[src/rtl/video_timing_gen.sv]
// rtl/video_timing_gen.sv - parametrised pixel timing generator with scroll and CPU register window
//
// Purpose: generates hsync/vsync/de for a programmable raster, scrolled active pixel
// coordinates, a frame-start pulse and a frame interrupt. Scroll registers are shadowed
// and copied to the active set only on the last pixel of a frame.
//
// Ports:
//   clk_pixel    pixel clock, the only clock
//   reset        asynchronous active-high reset
//   sel          register access strobe
//   wren[3:0]    byte write strobes, all zero = read
//   address[1:0] word select: 0 SCROLL_X, 1 SCROLL_Y, 2 CTRL, 3 STATUS
//   data_in      write data
//   data_out     read data, updated one cycle after a read strobe
//   hsync/vsync  syncs, polarity set by HSYNC_POL/VSYNC_POL
//   de           data enable
//   pixel_x/y    scrolled active coordinates, held while de is low
//   frame_start  one-cycle pulse at pixel (0,0)
//   irq          level interrupt = frame_pending & irq_en
module video_timing_gen #(
   parameter int H_ACTIVE  = 640,
   parameter int H_FRONT   = 16,
   parameter int H_SYNC    = 96,
   parameter int H_BACK    = 48,
   parameter int V_ACTIVE  = 480,
   parameter int V_FRONT   = 10,
   parameter int V_SYNC    = 2,
   parameter int V_BACK    = 33,
   parameter int HSYNC_POL = 0,
   parameter int VSYNC_POL = 0,
   parameter int CNT_W     = 12,
   parameter int START_X   = 0,
   parameter int START_Y   = 0
) (
   input  logic             clk_pixel,
   input  logic             reset,
   input  logic             sel,
   input  logic [3:0]       wren,
   input  logic [1:0]       address,
   input  logic [31:0]      data_in,
   output logic [31:0]      data_out,
   output logic             hsync,
   output logic             vsync,
   output logic             de,
   output logic [CNT_W-1:0] pixel_x,
   output logic [CNT_W-1:0] pixel_y,
   output logic             frame_start,
   output logic             irq
);

   localparam int H_TOTAL = H_ACTIVE + H_FRONT + H_SYNC + H_BACK;
   localparam int V_TOTAL = V_ACTIVE + V_FRONT + V_SYNC + V_BACK;

   localparam logic [CNT_W-1:0] C_H_LAST   = CNT_W'(H_TOTAL - 1);
   localparam logic [CNT_W-1:0] C_V_LAST   = CNT_W'(V_TOTAL - 1);
   localparam logic [CNT_W-1:0] C_H_ACT    = CNT_W'(H_ACTIVE);
   localparam logic [CNT_W-1:0] C_V_ACT    = CNT_W'(V_ACTIVE);
   localparam logic [CNT_W-1:0] C_H_SS     = CNT_W'(H_ACTIVE + H_FRONT);
   localparam logic [CNT_W-1:0] C_H_SE     = CNT_W'(H_ACTIVE + H_FRONT + H_SYNC);
   localparam logic [CNT_W-1:0] C_V_SS     = CNT_W'(V_ACTIVE + V_FRONT);
   localparam logic [CNT_W-1:0] C_V_SE     = CNT_W'(V_ACTIVE + V_FRONT + V_SYNC);
   localparam logic [CNT_W-1:0] C_ONE      = CNT_W'(1);
   localparam logic             C_HS_ON    = (HSYNC_POL != 0);
   localparam logic             C_VS_ON    = (VSYNC_POL != 0);

   logic [CNT_W-1:0] r_h_cnt, r_v_cnt;
   logic [CNT_W-1:0] r_scroll_x, r_scroll_y, r_scroll_x_act, r_scroll_y_act;
   logic             r_enable, r_irq_en, r_frame_pending;
   logic [15:0]      r_frame_count;
   logic             r_hsync, r_vsync, r_de, r_frame_start, r_irq;
   logic [CNT_W-1:0] r_pixel_x, r_pixel_y;
   logic [31:0]      r_data_out;

   logic             w_commit, w_de, w_hs_on, w_vs_on, w_vblank;
   logic             w_wr, w_rd, w_clr;
   logic             w_pending_nxt, w_irq_en_nxt;
   logic [1:0]       w_ctrl_wr;
   logic [31:0]      w_rd_data;

   // Byte-lane merge of a write into the current register contents.
   function automatic logic [31:0] f_lanes(input logic [31:0] old_v, input logic [31:0] new_v,
                                           input logic [3:0] be);
      f_lanes = old_v;
      for (int i = 0; i < 4; i++)
         if (be[i]) f_lanes[8*i +: 8] = new_v[8*i +: 8];
   endfunction

   assign w_commit = (r_h_cnt == C_H_LAST) && (r_v_cnt == C_V_LAST);
   assign w_de     = (r_h_cnt < C_H_ACT) && (r_v_cnt < C_V_ACT) && r_enable;
   assign w_hs_on  = (r_h_cnt >= C_H_SS) && (r_h_cnt < C_H_SE);
   assign w_vs_on  = (r_v_cnt >= C_V_SS) && (r_v_cnt < C_V_SE);
   assign w_vblank = (r_v_cnt >= C_V_ACT);

   assign w_wr = sel && (wren != 4'd0);
   assign w_rd = sel && (wren == 4'd0);
   assign w_clr = w_wr && (address == 2'd3) && wren[0] && data_in[1];

   assign w_ctrl_wr     = 2'(f_lanes(32'({r_irq_en, r_enable}), data_in, wren));
   assign w_irq_en_nxt  = (w_wr && address == 2'd2) ? w_ctrl_wr[1] : r_irq_en;
   // A commit sets pending even if a W1C clear lands on the same cycle.
   assign w_pending_nxt = w_commit ? 1'b1 : (w_clr ? 1'b0 : r_frame_pending);

   always_comb begin
      w_rd_data = 32'd0;
      case (address)
         2'd0:    w_rd_data = 32'(r_scroll_x);
         2'd1:    w_rd_data = 32'(r_scroll_y);
         2'd2:    w_rd_data = {30'd0, r_irq_en, r_enable};
         default: w_rd_data = {r_frame_count, 14'd0, r_frame_pending, w_vblank};
      endcase
   end

   always_ff @(posedge clk_pixel or posedge reset) begin
      if (reset) begin
         r_h_cnt <= CNT_W'(START_X);
         r_v_cnt <= CNT_W'(START_Y);
      end else if (r_h_cnt == C_H_LAST) begin
         r_h_cnt <= '0;
         r_v_cnt <= (r_v_cnt == C_V_LAST) ? '0 : r_v_cnt + C_ONE;
      end else begin
         r_h_cnt <= r_h_cnt + C_ONE;
      end
   end

   // Register file; the active scroll copy samples the shadow before any same-cycle write.
   always_ff @(posedge clk_pixel or posedge reset) begin
      if (reset) begin
         r_scroll_x      <= '0;
         r_scroll_y      <= '0;
         r_scroll_x_act  <= '0;
         r_scroll_y_act  <= '0;
         r_enable        <= 1'b1;
         r_irq_en        <= 1'b0;
         r_frame_pending <= 1'b0;
         r_frame_count   <= 16'd0;
      end else begin
         if (w_commit) begin
            r_scroll_x_act <= r_scroll_x;
            r_scroll_y_act <= r_scroll_y;
            r_frame_count  <= r_frame_count + 16'd1;
         end
         if (w_wr) begin
            case (address)
               2'd0:    r_scroll_x <= CNT_W'(f_lanes(32'(r_scroll_x), data_in, wren));
               2'd1:    r_scroll_y <= CNT_W'(f_lanes(32'(r_scroll_y), data_in, wren));
               2'd2:    {r_irq_en, r_enable} <= w_ctrl_wr;
               default: ;
            endcase
         end
         r_frame_pending <= w_pending_nxt;
      end
   end

   always_ff @(posedge clk_pixel or posedge reset) begin
      if (reset) begin
         r_hsync       <= !C_HS_ON;
         r_vsync       <= !C_VS_ON;
         r_de          <= 1'b0;
         r_frame_start <= 1'b0;
         r_pixel_x     <= '0;
         r_pixel_y     <= '0;
         r_irq         <= 1'b0;
         r_data_out    <= 32'd0;
      end else begin
         r_hsync       <= w_hs_on ? C_HS_ON : !C_HS_ON;
         r_vsync       <= w_vs_on ? C_VS_ON : !C_VS_ON;
         r_de          <= w_de;
         r_frame_start <= (r_h_cnt == '0) && (r_v_cnt == '0);
         if (w_de) begin
            r_pixel_x <= r_h_cnt + r_scroll_x_act;
            r_pixel_y <= r_v_cnt + r_scroll_y_act;
         end
         r_irq <= w_pending_nxt & w_irq_en_nxt;
         if (w_rd) r_data_out <= w_rd_data;
      end
   end

   assign hsync       = r_hsync;
   assign vsync       = r_vsync;
   assign de          = r_de;
   assign pixel_x     = r_pixel_x;
   assign pixel_y     = r_pixel_y;
   assign frame_start = r_frame_start;
   assign irq         = r_irq;
   assign data_out    = r_data_out;

endmodule

[config.mk]
export PLATFORM = sky130hd
export DESIGN_NAME = video_timing_gen
export DESIGN_NICKNAME = d
export VERILOG_FILES = /design/src/rtl/video_timing_gen.sv
export SDC_FILE = /design/constraint.sdc
export NUM_CORES = 1
export LEC_CHECK = 0
export BUFFER_PORTS_ARGS = -buffer_cell sky130_fd_sc_hd__buf_2
export CELL_PAD_IN_SITES_DETAIL_PLACEMENT = 0
export CELL_PAD_IN_SITES_GLOBAL_PLACEMENT = 1
export CORE_UTILIZATION = 45
export CTS_CLUSTER_DIAMETER = 100
export DETAILED_ROUTE_END_ITERATION = 6
export HOLD_SLACK_MARGIN = 0.06
export PLACE_DENSITY_LB_ADDON = 0.1
export SYNTH_ARGS = -nofsm -noshare
export SYNTH_HDL_FRONTEND = slang
export SYNTH_SLANG_ARGS = --single-unit
[constraint.sdc]
create_clock -name clk_pixel -period 7.2 [get_ports clk_pixel]
set_input_delay 1.44 -clock clk_pixel [delete_from_list [all_inputs] [get_ports clk_pixel]]
set_output_delay 1.44 -clock clk_pixel [all_outputs]
set_load 0.05 [all_outputs]
==> results.json, run 1 <==
{
  "status": "completed",
  "antenna_found_initial": 0,
  "hold_path.startpoint": "pixel_y[1]",
  "crit_family": "simple AND/OR/NAND/NOR gates",
  "yosysTopAreaCell": "dfrtp_1",
  "crit_arrival_ns": 3.20,
  "cts_made_buffers": 17,
  "ir_drop_v": 0.0001539,
  "p_switching_uw": 561.0,
  "grt.total_usage": 0.2042,
  "ctsResizeCount": 0,
  "p_leak_uw": 0.004021,
  "path_cells": "buf_2 > nor3_1 > mux2_2",
  "switching_share": 0.2679,
  "syn-instance-count": 648,
  "area_growth_pct": 16.53,
  "setup_viol": 0,
  "ys.flop_type": "dfrtp_1",
  "utilization": 0.5426,
  "finalNetCount": 796,
  "comb_power_share": 0.122,
  "timing.final.crit_period_ns": 2.897,
  "ys_async_sr_fraction": 1.000,
  "report.final.slew_viol_count": 0,
  "vias": 4949,
  "r2r_end": "r_frame_count[12]",
  "worst_slew_pin_slew_ns": 1.276,
  "synth-edff-count": 0,
  "cts_hold_buffers": 0,
  "worst_r2r_path_depth": 9,
  "io_buffers": 77,
  "wl_per_cell_um": 16.32,
  "postCtsSetupBuffers": 0,
  "tns_ns": 0,
  "slowest_stage": "nor3_1",
  "cp-end-kind": "flop",
  "path_class": "input pin to flop",
  "wl_um": 15480,
  "grt_pass1_vias": 4825,
  "reg2reg_from": "r_v_cnt[1]",
  "max_stage_delay_ns": 1.07,
  "die_x_um": 127.9,
  "p_seq_frac": 0.446,
  "first_pass_iters": 5,
  "whs_ns": 0.4720,
  "start_util": 0.4656,
  "grt-ovfl-total": 0,
  "cts_htree_levels": 4,
  "cts_sinks": 148,
  "drive_above_1_share": 0.2442,
  "place_hpwl_um": 11190,
  "via_per_inst": 5.220,
  "die_area_um2": 16350,
  "crit_buf_inv": 1,
  "synth.ff_latch_count": 148,
  "avgSynthCellArea_um2": 11.00,
  "slew-limit-headroom": 0.1426,
  "grt_first_pass_wirelength_um": 25570,
  "clkPwrFrac": 0.432,
  "pwr_density_cell_nw_per_um2": 252.0,
  "whs_path_depth": 2,
  "start_kind": "input pin",
  "num_rows": 45,
  "dp_slack_ns": 3.903,
  "grt_max_degree": 78,
  "clock_skew_ns": 0.006464,
  "drtIter0Drc": 289,
  "gp_congestion": 0.8394,
  "io_pins": 102,
  "yosysWarnings": 0,
  "synth_area_um2": 7131,
  "hold-path-endpoint": "pixel_y[1]",
  "clk_path_buf_depth": 2,
  "worstSkewPairLatency_ns": 0.42,
  "coreArea_um2": 15310,
  "max_freq_ghz": 0.3452,
  "required_ns": 7.50,
  "cts.reportedPaths.clkPinSlew_ns": 0.06,
  "fin_crit_sh": 0.4024,
  "ctsRootBufferMaster": "clkbuf_16",
  "ys_types": 60,
  "rsz0062_at_grt": "no",
  "cts_tree": "yes",
  "p_int_uw": 1533,
  "seq_area_frac_synth": 0.5199,
  "maxCapViolations": 0,
  "layout_setup_ws_ns": 4.303,
  "path_max_fanout": 17,
  "yosys.area.top_type_share": 0.5089,
  "r2r_slack_ns": 4.35,
  "ys_top_cells_by_area": "dfrtp_1 (51%), mux2_2 (8.2%), ha_1 (4.9%)",
  "hold_viol": 0,
  "ant_nets": 0,
  "die_h_um": 127.9,
  "hp-class": "flop to flop",
  "drc": 0,
  "antennaDiodeCount": 0
}
-- power by group through the flow --
stage | registers [uW] | clock network [uW] | logic (uW)
2_1_floorplan | 1030 | 0 | 104
3_3_place_gp | 946 | 0 | 254
3_5_place_dp | 948 | 0 | 259
4_1_cts | 934 | 921 | 260
5_1_grt | 943 | 956 | 277
6_report | 934 | 905 | 255
-- cells by family (layout without fill, tap and decap cells) --
family / after synthesis / count (layout) / synth area share
simple gates: 206 / 206 / 0.1458
flops: 148 / 148 / 0.5199
compound gates: 106 / 106 / 0.09072
mux: 65 / 65 / 0.1039
xor+xnor: 47 / 47 / 0.05773
buf+inv: 45 / 131 / 0.02667
fa+ha+maj: 30 / 30 / 0.05475
other cells: 1 / 4 / 0.0005259
-- metrics by stage --
| stage | area [um^2] | power [uW] | std cells |
|---|---|---|---|
| 2_1_floorplan | 7142 | 1132 | 651 |
| 3_3_place_gp | 7707 | 1200 | 917 |
| 3_5_place_dp | 7707 | 1207 | 917 |
| 4_1_cts | 8309 | 2115 | 948 |
| 5_1_grt | 8309 | 2175 | 948 |
| 6_report | 8309 | 2094 | 948 |
-- layout make-up --
type | instances | area [um^2]
Fill cell | 1402 | 7005
Sequential cell | 148 | 3707
Multi-Input combinational cell | 458 | 3244
Clock buffer | 22 | 474.2
Timing Repair Buffer | 81 | 415.4
Tap cell | 211 | 264.0
Clock inverter | 9 | 127.6
Inverter | 19 | 76.32
-- cell usage in the layout (no fill, tap or decap), types with 5 or more instances in the layout --
cell type,netlist,routed
nor3_1,8,8
and2_1,5,5
buf_2,5,77
nor2_1,35,35
or3_1,6,6
nand3_1,16,16
clkbuf_16,0,17
mux2_2,52,52
o21a_1,6,6
xnor2_1,22,22
xor2_1,25,25
a21oi_1,15,15
a21o_1,5,5
dfrtp_1,145,145
and3_1,10,10
o31ai_1,16,16
inv_1,18,17
mux2i_1,11,11
o21ai_0,47,47
a211oi_1,5,5
nand4_1,10,10
nand2_1,87,87
ha_1,28,28
-- tightest hold or removal path, stage by stage (launching register included) --
cell	delay, ns
dfrtp_1	0.33
nand2_1	0.05
nand2_1	0.06
-- per-layer routing --
layer | part of all wire | GRT usage | wire, um | up-vias
li1 | - | - | - | 2426
met5 | 0 | 0 | 0 | -
met2 | 0.44 | 0.3024 | 6841 | 113
met4 | 0.014 | 0.07059 | 221 | 0
met3 | 0.039 | 0.04007 | 598 | 19
met1 | 0.50 | 0.2987 | 7813 | 2391
-- synth_stat cells (all sizes together), types with 2 or more instances --
cell type / number
a21oi: 15
nor2b: 2
nor4b: 2
nor3: 9
buf: 9
fa: 2
a31oi: 2
nand4b: 3
dfrtp: 145
nor3b: 2
nand2: 87
o21a: 6
o21ai: 47
xor2: 25
mux2i: 11
clkbuf: 17
o31ai: 16
mux4: 2
nand4: 11
and3: 10
nor2: 37
xnor2: 22
a21o: 5
dfstp: 3
or4: 2
inv: 18
ha: 28
or3: 7
nand2b: 3
nor4: 6
nand3: 18
and2: 6
mux2: 52
a211oi: 5
-- flip-flops by register name (all words and copies together) (netlist names) --
name             flops
vsync                1
r_irq_en             1
r_scroll_x_act      12
data_out            28
r_frame_count       16
r_v_cnt             12
frame_start          1
hsync                1
r_scroll_x          12
r_h_cnt             12
irq                  1
r_scroll_y          12
r_frame_pending      1
de                   1
r_scroll_y_act      12
r_enable             1
pixel_x             12
pixel_y             12
-- worst max path at each step --
| stage | slack (ns) | from | cells past startpoint | to |
|---|---|---|---|---|
| 2_1_floorplan | 1.79 | reset | 1 | data_out[0] |
| 3_3_place_gp | 3.89 | address[0] | 3 | r_scroll_x[5] |
| 3_5_place_dp | 3.90 | address[0] | 3 | r_scroll_x[2] |
| 4_1_cts | 4.30 | r_v_cnt[1] | 9 | r_frame_count[12] |
| 5_1_grt | 4.10 | r_v_cnt[1] | 9 | r_frame_count[12] |
| 6_report | 4.30 | address[0] | 3 | r_scroll_x[2] |
(Power assumes the default switching activity.)
==> inputs of run 2 (changes only) <==
Settings changed: ABC_AREA set to 1, CORE_UTILIZATION 45 to 43.
Clock period 7.2 ns to 2.88 ns, I/O delays scaled along.
==> run 2 against run 1 <==
The run now ends with design-rule violations left. Total power grew to 2.6 times the previous value. Area after synthesis is 12% higher. Synthesized cell count is 56% higher. Via count is 33% higher. Global-route usage is 0.30 points higher. Critical path type is now flop to flop. Largest power group is now clock. Highest routed layer unchanged.
==> results.json, run 2 <==
{
  "final_cell_mix": "nand2_1 (346), dfrtp_1 (145), inv_1 (135)",
  "ctsRootBufferMaster": "clkbuf_16",
  "start_kind": "flop",
  "cts_made_buffers": 17,
  "io_pins": 102,
  "coreArea_um2": 18090,
  "ant_nets": 0,
  "fin_crit_sh": 0.6823,
  "fillers": 1774,
  "drive_above_1_share": 0.1448,
  "finalNetCount": 1163,
  "drc": 19,
  "path_class": "flop to flop",
  "drtIter0Drc": 326,
  "cp-end-kind": "flop",
  "grt_max_degree": 55,
  "io_buffers": 77,
  "rsz0062_at_grt": "no",
  "r2r_end": "r_scroll_x_act[2]",
  "yosysTopAreaCell": "dfrtp_1",
  "required_ns": 3.18,
  "cts_tree": "yes",
  "p_leak_uw": 0.004938,
  "report.final.slew_viol_count": 0,
  "ir_drop_v": 0.0004238,
  "largest_reg_flops": 28,
  "ctsResizeCount": 0,
  "syn-instance-count": 1008,
  "die_h_um": 138.3,
  "ys_top_cells_by_area": "dfrtp_1 (45%), nand2_1 (16%), inv_1 (6.4%)",
  "first_pass_iters": 6,
  "avgSynthCellArea_um2": 7.919,
  "timing.final.crit_period_ns": 1.965,
  "grt.total_usage": 0.2072,
  "fin_area_um2": 9228,
  "r2r_slack_ns": 0.92,
  "pwr_density_cell_nw_per_um2": 579.0,
  "wl_um": 18530,
  "gp_congestion": 0.8588,
  "cts_sinks": 148,
  "hold_viol": 0,
  "setup_viol": 0,
  "ys_types": 36,
  "start_util": 0.4414,
  "postCtsSetupBuffers": 0,
  "antenna_found_initial": 0,
  "synth_commonest_cells": "nand2_1 (346), dfrtp_1 (145), inv_1 (136), nand3_1 (58), o21ai_0 (56)",
  "utilization": 0.5102,
  "num_rows": 49,
  "wl_per_cell_um": 13.89,
  "cts_hold_buffers": 0,
  "clock_skew_ns": 0.02351,
  "clk_path_buf_depth": 2,
  "slew-limit-headroom": 0.5604,
  "crit_arrival_ns": 2.27,
  "ys_async_sr_fraction": 1.000,
  "postPlaceCellArea_um2": 8592,
  "crit_start": "r_v_cnt[0]",
  "worst_r2r_path_depth": 10,
  "yosys.area.top_type_share": 0.4545,
  "area_growth_pct": 15.60,
  "status": "finished with violations",
  "maxCapViolations": 0,
  "antennaDiodeCount": 0,
  "cts_htree_levels": 4,
  "place_hpwl_um": 13910,
  "max_freq_ghz": 0.5089,
  "final_common_cell": "nand2_1",
  "worstSkewPairLatency_ns": 0.44,
  "synth_area_um2": 7983,
  "violations": "design-rule violations",
  "vias": 6560,
  "worst_slew_pin_slew_ns": 0.6577,
  "ys.flop_type": "dfrtp_1",
  "via_per_inst": 4.918,
  "yosysWarnings": 0,
  "path_max_fanout": 25,
  "die_x_um": 138.3,
  "synth.most_common_cell": "nand2_1",
  "grt-ovfl-total": 0,
  "synth-edff-count": 0,
  "grt_pass1_vias": 6260,
  "hp-class": "input pin to asynchronous set/reset pin",
  "die_area_um2": 19110,
  "reg2reg_from": "r_v_cnt[0]",
  "synth.ff_latch_count": 148,
  "power_uw": 5342,
  "tns_ns": 0,
  "grt_first_pass_wirelength_um": 31340,
  "cts.reportedPaths.clkPinSlew_ns": 0.07,
  "seq_area_frac_synth": 0.4644
}
==> run 2: logic make-up after synthesis <==
family                   share of synthesized area
AO/OA/AOI/OAI                              0.09483
other                                    0.0004698
AND/OR/NAND/NOR                             0.2654
adder cells (fa/ha/maj)                    0.04890
flip-flops                                  0.4644
XOR/XNOR                                   0.03511
buffers and inverters                      0.09091
==> run 2: stage by stage <==
stage	std cells	setup WS [ns]	hold WS, ns
6_report	1334	0.9151	0.2337
5_1_grt	1334	0.6950	0.2707
3_5_place_dp	1302	0.8902	0.4602
2_1_floorplan	1011	0.4455	0.4489
3_3_place_gp	1302	0.8966	0.4576
4_1_cts	1334	0.9007	0.2451
==> run 2: area by class of cell <==
| cell class | count | area (um^2) | area share |
|---|---|---|---|
| clock buffers | 19 | 442.9 | 0.04800 |
| clock inverters | 13 | 192.7 | 0.02088 |
| inverters | 142 | 536.8 | 0.05817 |
| multi-input cells | 694 | 3561 | 0.3859 |
| flip-flops and latches | 148 | 3707 | 0.4018 |
| well taps | 229 | 286.5 | 0.03105 |
| repair buffers | 89 | 500.5 | 0.05424 |
==> run 2: power breakdown <==
group / leakage [uW] / total (uW) / switching, uW / internal, uW
registers: 0.00198 / 2290 / 76.8 / 2210
logic: 0.00265 / 637 / 488 / 148
clock network: 0.000305 / 2420 / 929 / 1490
==> run 2: worst max-delay path by stage <==
stage	to	slack, ns	depth (start not counted)
6_report	r_scroll_x_act[2]	0.92	10
5_1_grt	r_scroll_x_act[2]	0.70	10
4_1_cts	r_frame_count[3]	0.90	11
3_5_place_dp	r_scroll_x[6]	0.89	6
3_3_place_gp	r_scroll_x[3]	0.90	6
2_1_floorplan	data_out[0]	0.45	1
==> run 2: critical path, cell delays in order (launching register included) <==
cell and delay, ns:
dfrtp_1 0.47, inv_1 0.15, ha_1 0.20, nand3_1 0.09, nor2_2 0.13, nand3_2 0.18
inv_2 0.10, nand2_2 0.10, buf_4 0.26, nand2_1 0.11, o21ai_2 0.05
==> run 2: per-layer routing <==
layer	part of all wire	vias to the layer above	wire length [um]	track usage
met3	0.030	17	565	0.03360
met1	0.50	3057	9211	0.2880
met5	0	-	0	0
met4	0.013	0	244	0.06623
met2	0.46	120	8512	0.3319
li1	-	3366	-	-
